<file path="src/rtl/led_scan_pkg.sv">
// Shared types and sizing helpers for the LED matrix scanner and its blink timer.
package led_scan_pkg;

    typedef enum logic [0:0] {
        ST_BLANK = 1'b0,
        ST_DRIVE = 1'b1
    } scan_state_e;

    localparam int BRIGHT_W = 4;

    // Counter width able to hold 0..n-1, never narrower than one bit.
    function automatic int cnt_width(input int n);
        return (n <= 1) ? 1 : $clog2(n);
    endfunction

endpackage

</file>
<file path="src/rtl/led_matrix_scan_if.sv">
// Register-side and pin-side signal bundle of the LED matrix scanner.
interface led_matrix_scan_if #(
    parameter int COLS = 4,
    parameter int ROWS = 3
);
    localparam int N     = ROWS * COLS;
    localparam int IDX_W = led_scan_pkg::cnt_width(N);

    logic                              en;
    logic [N-1:0]                      led_on;
    logic [N-1:0]                      led_blink;
    logic [led_scan_pkg::BRIGHT_W-1:0] brightness;
    logic [COLS-1:0]                   led_x;
    logic [ROWS-1:0]                   led_y;
    logic                              frame_tick;
    logic [IDX_W-1:0]                  scan_idx;

    modport master (
        output en, led_on, led_blink, brightness,
        input  led_x, led_y, frame_tick, scan_idx
    );

    modport slave (
        input  en, led_on, led_blink, brightness,
        output led_x, led_y, frame_tick, scan_idx
    );

endinterface

</file>
<file path="src/rtl/led_blink_timer.sv">
// Counts completed frames and toggles the blink phase every BLINK_FRAMES frames;
// holds its state while the scan is disabled.
module led_blink_timer
    import led_scan_pkg::*;
#(
    parameter int BLINK_FRAMES = 32
) (
    input  logic clk,
    input  logic rst,
    input  logic en,
    input  logic frame_tick,
    output logic blink_phase
);
    localparam int FC_W = cnt_width(BLINK_FRAMES);
    localparam logic [FC_W-1:0] FC_LAST = FC_W'(BLINK_FRAMES - 1);

    logic [FC_W-1:0] frame_cnt_r;
    logic            blink_phase_r;

    // Frame counter and blink phase; phase 1 means blinking LEDs are dark.
    always_ff @(posedge clk) begin
        if (rst) begin
            frame_cnt_r   <= {FC_W{1'b0}};
            blink_phase_r <= 1'b0;
        end else if (en && frame_tick) begin
            if (frame_cnt_r == FC_LAST) begin
                frame_cnt_r   <= {FC_W{1'b0}};
                blink_phase_r <= ~blink_phase_r;
            end else begin
                frame_cnt_r   <= frame_cnt_r + FC_W'(1'b1);
            end
        end
    end

    assign blink_phase = blink_phase_r;

endmodule

</file>
<file path="src/rtl/led_matrix_scan.sv">
// Multiplexed ROWS x COLS LED matrix driver: blank gap + dwell slot per LED, with
// per-LED on/blink control. Define LED_PWM_EN to add global brightness PWM.
module led_matrix_scan
    import led_scan_pkg::*;
#(
    parameter int COLS         = 4,
    parameter int ROWS         = 3,
    parameter int DWELL        = 16384,
    parameter int BLANK_CYC    = 64,
    parameter int BLINK_FRAMES = 32
) (
    input  logic              clk,
    input  logic              rst,
    led_matrix_scan_if.slave  bus
);
    localparam int N     = ROWS * COLS;
    localparam int IDX_W = cnt_width(N);
    localparam int COL_W = cnt_width(COLS);
    localparam int ROW_W = cnt_width(ROWS);
    localparam int CYC_W = cnt_width((DWELL > BLANK_CYC) ? DWELL : BLANK_CYC);

    localparam logic [CYC_W-1:0] DWELL_LAST = CYC_W'(DWELL - 1);
    localparam logic [CYC_W-1:0] BLANK_LAST = CYC_W'(BLANK_CYC - 1);
    localparam logic [COL_W-1:0] COL_LAST   = COL_W'(COLS - 1);
    localparam logic [ROW_W-1:0] ROW_LAST   = ROW_W'(ROWS - 1);

    scan_state_e      state_r,   state_nxt_s;
    logic [CYC_W-1:0] cyc_r,     cyc_nxt_s;
    logic [COL_W-1:0] col_r,     col_nxt_s;
    logic [ROW_W-1:0] row_r,     row_nxt_s;
    logic [IDX_W-1:0] idx_r,     idx_nxt_s;
    logic             tick_nxt_s;

    logic [COLS-1:0]  led_x_r,   x_nxt_s;
    logic [ROWS-1:0]  led_y_r,   y_nxt_s;
    logic             frame_tick_r;
    logic [IDX_W-1:0] scan_idx_r;

    logic             blink_phase_s;
    logic             pwm_gate_s;
    logic             lit_s;

`ifdef LED_PWM_EN
    logic [BRIGHT_W-1:0] pwm_cnt_s;

    assign pwm_cnt_s  = BRIGHT_W'(cyc_r);
    assign pwm_gate_s = (pwm_cnt_s < bus.brightness);
`else
    logic unused_brightness_s;

    assign unused_brightness_s = ^bus.brightness;
    assign pwm_gate_s          = 1'b1;
`endif

    // FSM state register.
    always_ff @(posedge clk) begin
        if (rst) begin
            state_r <= ST_BLANK;
        end else begin
            state_r <= state_nxt_s;
        end
    end

    // Cycle and slot counters; idx tracks row*COLS+col without a multiplier.
    always_ff @(posedge clk) begin
        if (rst) begin
            cyc_r <= {CYC_W{1'b0}};
            col_r <= {COL_W{1'b0}};
            row_r <= {ROW_W{1'b0}};
            idx_r <= {IDX_W{1'b0}};
        end else begin
            cyc_r <= cyc_nxt_s;
            col_r <= col_nxt_s;
            row_r <= row_nxt_s;
            idx_r <= idx_nxt_s;
        end
    end

    // Next-state logic: blank gap, dwell slot, then advance column before row.
    always_comb begin
        state_nxt_s = state_r;
        cyc_nxt_s   = cyc_r;
        col_nxt_s   = col_r;
        row_nxt_s   = row_r;
        idx_nxt_s   = idx_r;
        tick_nxt_s  = 1'b0;
        if (!bus.en) begin
            state_nxt_s = ST_BLANK;
            cyc_nxt_s   = {CYC_W{1'b0}};
            col_nxt_s   = {COL_W{1'b0}};
            row_nxt_s   = {ROW_W{1'b0}};
            idx_nxt_s   = {IDX_W{1'b0}};
        end else begin
            case (state_r)
                ST_BLANK: begin
                    if (cyc_r == BLANK_LAST) begin
                        state_nxt_s = ST_DRIVE;
                        cyc_nxt_s   = {CYC_W{1'b0}};
                    end else begin
                        cyc_nxt_s   = cyc_r + CYC_W'(1'b1);
                    end
                end
                ST_DRIVE: begin
                    if (cyc_r == DWELL_LAST) begin
                        state_nxt_s = ST_BLANK;
                        cyc_nxt_s   = {CYC_W{1'b0}};
                        if (col_r == COL_LAST) begin
                            col_nxt_s = {COL_W{1'b0}};
                            if (row_r == ROW_LAST) begin
                                row_nxt_s  = {ROW_W{1'b0}};
                                idx_nxt_s  = {IDX_W{1'b0}};
                                tick_nxt_s = 1'b1;
                            end else begin
                                row_nxt_s  = row_r + ROW_W'(1'b1);
                                idx_nxt_s  = idx_r + IDX_W'(1'b1);
                            end
                        end else begin
                            col_nxt_s = col_r + COL_W'(1'b1);
                            idx_nxt_s = idx_r + IDX_W'(1'b1);
                        end
                    end else begin
                        cyc_nxt_s = cyc_r + CYC_W'(1'b1);
                    end
                end
                default: begin
                    state_nxt_s = ST_BLANK;
                    cyc_nxt_s   = {CYC_W{1'b0}};
                end
            endcase
        end
    end

    assign lit_s = bus.led_on[idx_r] & ~(bus.led_blink[idx_r] & blink_phase_s) & pwm_gate_s;

    // Line drive pattern: at most one column high and one row low.
    always_comb begin
        x_nxt_s = {COLS{1'b0}};
        y_nxt_s = {ROWS{1'b1}};
        if ((state_r == ST_DRIVE) && lit_s) begin
            x_nxt_s[col_r] = 1'b1;
            y_nxt_s[row_r] = 1'b0;
        end else begin
            x_nxt_s = {COLS{1'b0}};
            y_nxt_s = {ROWS{1'b1}};
        end
    end

    // Output registers, one cycle behind the FSM.
    always_ff @(posedge clk) begin
        if (rst) begin
            led_x_r      <= {COLS{1'b0}};
            led_y_r      <= {ROWS{1'b1}};
            frame_tick_r <= 1'b0;
            scan_idx_r   <= {IDX_W{1'b0}};
        end else begin
            led_x_r      <= x_nxt_s;
            led_y_r      <= y_nxt_s;
            frame_tick_r <= tick_nxt_s;
            scan_idx_r   <= idx_r;
        end
    end

    led_blink_timer #(
        .BLINK_FRAMES (BLINK_FRAMES)
    ) u_blink (
        .clk         (clk),
        .rst         (rst),
        .en          (bus.en),
        .frame_tick  (frame_tick_r),
        .blink_phase (blink_phase_s)
    );

    assign bus.led_x      = led_x_r;
    assign bus.led_y      = led_y_r;
    assign bus.frame_tick = frame_tick_r;
    assign bus.scan_idx   = scan_idx_r;

endmodule

</file>
<file path="src/flat_wrapper.sv">
// flat-port wrapper written by rule: the top's interface ports become plain ports
module led_matrix_scan_flat import led_scan_pkg::*;
#(
    parameter int COLS         = 4,
    parameter int ROWS         = 3,
    parameter int DWELL        = 16384,
    parameter int BLANK_CYC    = 64,
    parameter int BLINK_FRAMES = 32
)
  (clk, rst, bus_en, bus_led_on, bus_led_blink, bus_brightness, bus_led_x, bus_led_y, bus_frame_tick, bus_scan_idx);
  led_matrix_scan_if #(.COLS(COLS), .ROWS(ROWS)) bus_i ();
  input  logic clk;
  input  logic rst;
  input wire logic [$bits(bus_i.en)-1:0] bus_en;
  input wire logic [$bits(bus_i.led_on)-1:0] bus_led_on;
  input wire logic [$bits(bus_i.led_blink)-1:0] bus_led_blink;
  input wire logic [$bits(bus_i.brightness)-1:0] bus_brightness;
  output wire logic [$bits(bus_i.led_x)-1:0] bus_led_x;
  output wire logic [$bits(bus_i.led_y)-1:0] bus_led_y;
  output wire logic [$bits(bus_i.frame_tick)-1:0] bus_frame_tick;
  output wire logic [$bits(bus_i.scan_idx)-1:0] bus_scan_idx;
  assign bus_i.en = bus_en;
  assign bus_i.led_on = bus_led_on;
  assign bus_i.led_blink = bus_led_blink;
  assign bus_i.brightness = bus_brightness;
  assign bus_led_x = bus_i.led_x;
  assign bus_led_y = bus_i.led_y;
  assign bus_frame_tick = bus_i.frame_tick;
  assign bus_scan_idx = bus_i.scan_idx;
  led_matrix_scan #(.COLS(COLS), .ROWS(ROWS), .DWELL(DWELL), .BLANK_CYC(BLANK_CYC), .BLINK_FRAMES(BLINK_FRAMES)) u_core (.clk(clk), .rst(rst), .bus(bus_i));
endmodule
</file>
<file path="config.mk">
export PLATFORM = sky130hd
export DESIGN_NAME = led_matrix_scan_flat
export DESIGN_NICKNAME = d
export VERILOG_FILES = /design/src/rtl/led_scan_pkg.sv /design/src/rtl/led_matrix_scan_if.sv /design/src/rtl/led_blink_timer.sv /design/src/rtl/led_matrix_scan.sv /design/src/flat_wrapper.sv
export SDC_FILE = /design/constraint.sdc
export NUM_CORES = 1
export LEC_CHECK = 0
export ABC_AREA = 0
export BUFFER_PORTS_ARGS = -buffer_cell sky130_fd_sc_hd__buf_2
export CAP_MARGIN = 10
export CORE_ASPECT_RATIO = 1.2
export CORE_MARGIN = 2
export CORE_UTILIZATION = 48
export DETAILED_ROUTE_END_ITERATION = 16
export PLACE_DENSITY = 0.75
export SETUP_SLACK_MARGIN = 0.05
export SLEW_MARGIN = 30
export SYNTH_ARGS = -nofsm -noshare
export SYNTH_HDL_FRONTEND = slang
export SYNTH_SLANG_ARGS = --single-unit
</file>
<file path="constraint.sdc">
create_clock -name clk -period 2.05 [get_ports clk]
set_clock_uncertainty 0.2 [all_clocks]
set_input_delay 0.41 -clock clk [delete_from_list [all_inputs] [get_ports clk]]
set_output_delay 0.41 -clock clk [all_outputs]
set_load 0.05 [all_outputs]
</file>
==> flow_summary.json <==
{
  "run_status": "completed",
  "power_density_mw_per_mm2": 581,
  "hold_viol": 0,
  "drc": 0,
  "max_freq_mhz": 501,
  "max_slew_margin": 0.753,
  "hold_end": "u_core.bus.scan_idx[1]",
  "syn_inst": 218,
  "cts_tree": "yes",
  "synth_common_cells": "41 x dfxtp_1, 23 x nand2_1, 18 x nor3_1",
  "antenna_found_initial": 0,
  "grt_pass1_wl_um": 7490,
  "slew_violations": 0,
  "worstHoldStart": "rst",
  "place.gp.congestion": 0.896,
  "initial_core_util": 0.500,
  "crit_fanout": 4,
  "yosys_warnings": 0,
  "placed_area_mm2": 0.00244,
  "holdWs_ns": 0.227,
  "post-route-period-util": 0.973,
  "synth.distinct_cells": 45,
  "syn-num-nets": 257,
  "async_flop_share": 0,
  "grt_overflow": 0,
  "timing.rr.start": "u_core.cyc_r[0]",
  "layout.cells.non_filler": 344,
  "routed_wl_um": 4270,
  "dieArea_mm2": 0.00467,
  "dieWidth_um": 62.8,
  "rsz0062_at_grt": "no",
  "placedCellCount": 335,
  "period_needed_ns": 2.00,
  "final_area_mm2": 0.00263,
  "finalSetupViolCount": 0,
  "r2r_setup_slack_ns": 0.05,
  "synth-edff-count": 0,
  "post_drt_wl_per_cell_um": 12.4,
  "die-height_um": 74.5,
  "vias": 1806,
  "pre_cts_ws_ns": -0.0680,
  "io_buffers": 38,
  "dr.pass1.iters": 4,
  "required_ns": 2.07,
  "ys_seq_area_frac": 0.413,
  "ant_nets": 0,
  "drt_iter0_markers": 47,
  "r2r-end": "u_core.idx_r[3]",
  "fin_ws_ns": 0.0546,
  "grt_usage": 0.200,
  "synth.area.top_cells": "dfxtp_1 41%, ha_1 5.0%, nor3_1 4.5%, xnor2_1 4.4%, nand2_1 4.3%",
  "worst_setup_path_start_kind": "register",
  "root_buffer": "clkbuf_8",
  "synth_most_common_cell": "dfxtp_1",
  "ir_worst_vdd_v": 0.000401,
  "cts_num_sinks": 41,
  "clk_pin_slew_worst_paths_ns": 0.08,
  "yosys.area.top_type_share": 0.413,
  "syn_area_per_cell_um2": 9.12,
  "setup_tns_ns": 0,
  "synth_area_leader_cell": "dfxtp_1",
  "clk_latency_ns": 0.29,
  "tightest_slew_ns": 0.367,
  "arrival_ns": 2.02,
  "area_growth_pct": 32.1,
  "yosys_register_bits": 41,
  "pin_count": 43,
  "hp-class": "in -> reg",
  "power.leakage_nw": 1.01,
  "antenna_cells": 0,
  "grt_pass1_vias": 1821,
  "worstSetupPathType": "reg -> reg",
  "fin_nets": 328,
  "synthFlopType": "dfxtp_1",
  "critPathCaptureType": "register",
  "core_area_mm2": 0.00397,
  "grt_max_degree": 14,
  "cts_max_path_buffers": 2,
  "holdPathStages": 2,
  "htreeDepth": 2,
  "rr_worst_depth": 5,
  "drv_cap": 0,
  "drive_gt1_frac": 0.355,
  "vias_per_cell": 5.25,
  "row_count": 25,
  "dp.final_hpwl_um": 3200,
  "cts_buffers": 5,
  "synth_area_mm2": 0.00199
}
cell usage in the layout (no fill, tap or decap), types with 4 or more instances in the layout:
master / instances
buf_4: 32
inv_1: 6
clkbuf_8: 6
xnor2_1: 10
nand3_1: 11
nor2_1: 12
nor4_1: 8
a21oi_1: 12
or4_1: 5
dfxtp_1: 36
o21ai_0: 6
nor3_1: 18
nor2b_1: 8
nand2_1: 23
buf_2: 38
mux2i_1: 4
ha_1: 6
power breakdown:
group,switching [mW],leakage [nW],internal [mW]
clock,0.267,0.0574,0.396
sequential,0.00237,0.333,0.796
combinational,0.0279,0.616,0.0368
total,0.297,1.01,1.23
critical path: stages, from the launching register on:
cell     delay (ns)
dfxtp_4        0.37
ha_4           0.15
nand3_4        0.08
or4_4          0.54
or4_1          0.42
a21oi_1        0.17
kinds of logic (layout without fill, tap and decap cells):
kind of cell    Yosys count  count (layout)  synth area share
compound gates           28              28            0.0812
flops                    41              41             0.413
mux                      10              10            0.0654
buf+inv                  13              85            0.0403
simple gates            105             105             0.293
fa+ha+maj                 8               8            0.0503
xor+xnor                 13              13            0.0573
stage by stage:
stage / power, mW / utilization
4_1_cts: 1.54 / 0.648
3_5_place_dp: 0.879 / 0.615
3_3_place_gp: 0.877 / 0.615
5_1_grt: 1.58 / 0.661
2_1_floorplan: 0.843 / -
6_report: 1.53 / 0.661
state kept, by name, indices dropped and copies added (netlist names):
name / count
u_core.bus.led_y: 3
u_core.state_r: 1
u_core.row_r: 2
u_core.u_blink.blink_phase: 1
u_core.bus.scan_idx: 4
u_core.bus.frame_tick: 1
u_core.cyc_r: 14
u_core.idx_r: 4
u_core.bus.led_x: 4
u_core.u_blink.frame_cnt_r: 5
u_core.col_r: 2
worst max-delay path by stage:
stage                             startpoint                       endpoint  slack [ns]
4_1_cts                      u_core.idx_r[1]            u_core.bus.led_y[2]        0.05
3_3_place_gp                 u_core.idx_r[0]            u_core.bus.led_y[0]       -0.03
6_report                     u_core.cyc_r[0]                u_core.idx_r[3]        0.05
2_1_floorplan  u_core.u_blink.frame_cnt_r[0]  u_core.u_blink.frame_cnt_r[2]        0.07
5_1_grt                      u_core.idx_r[0]            u_core.bus.led_y[2]        0.02
3_5_place_dp                 u_core.idx_r[0]            u_core.bus.led_y[2]       -0.07
metal layers:
metal	share of wire	wire length (µm)	track usage	up-vias
li1	-	-	-	930
met2	0.55	2360	0.421	29
met1	0.40	1700	0.189	842
met3	0.034	143	0.0530	5
met4	0.014	59	0.0642	0
met5	0	0	0	-
cell type report:
type / count / area (µm²)
Inverter: 6 / 22.5
Fill cell: 345 / 1350
Clock inverter: 2 / 37.5
Sequential cell: 41 / 832
Timing Repair Buffer: 71 / 450
Tap cell: 54 / 67.6
Multi-Input combinational cell: 164 / 1130
Clock buffer: 6 / 82.6
timing repair:
item                                    CTS  global route
hold buffers                              0             0
endpoints found under the setup margin    8             9
setup buffers                             0             1
pin swaps                                 1             5
resized for setup                         4            10
Power figures use the tool's default switching activity.
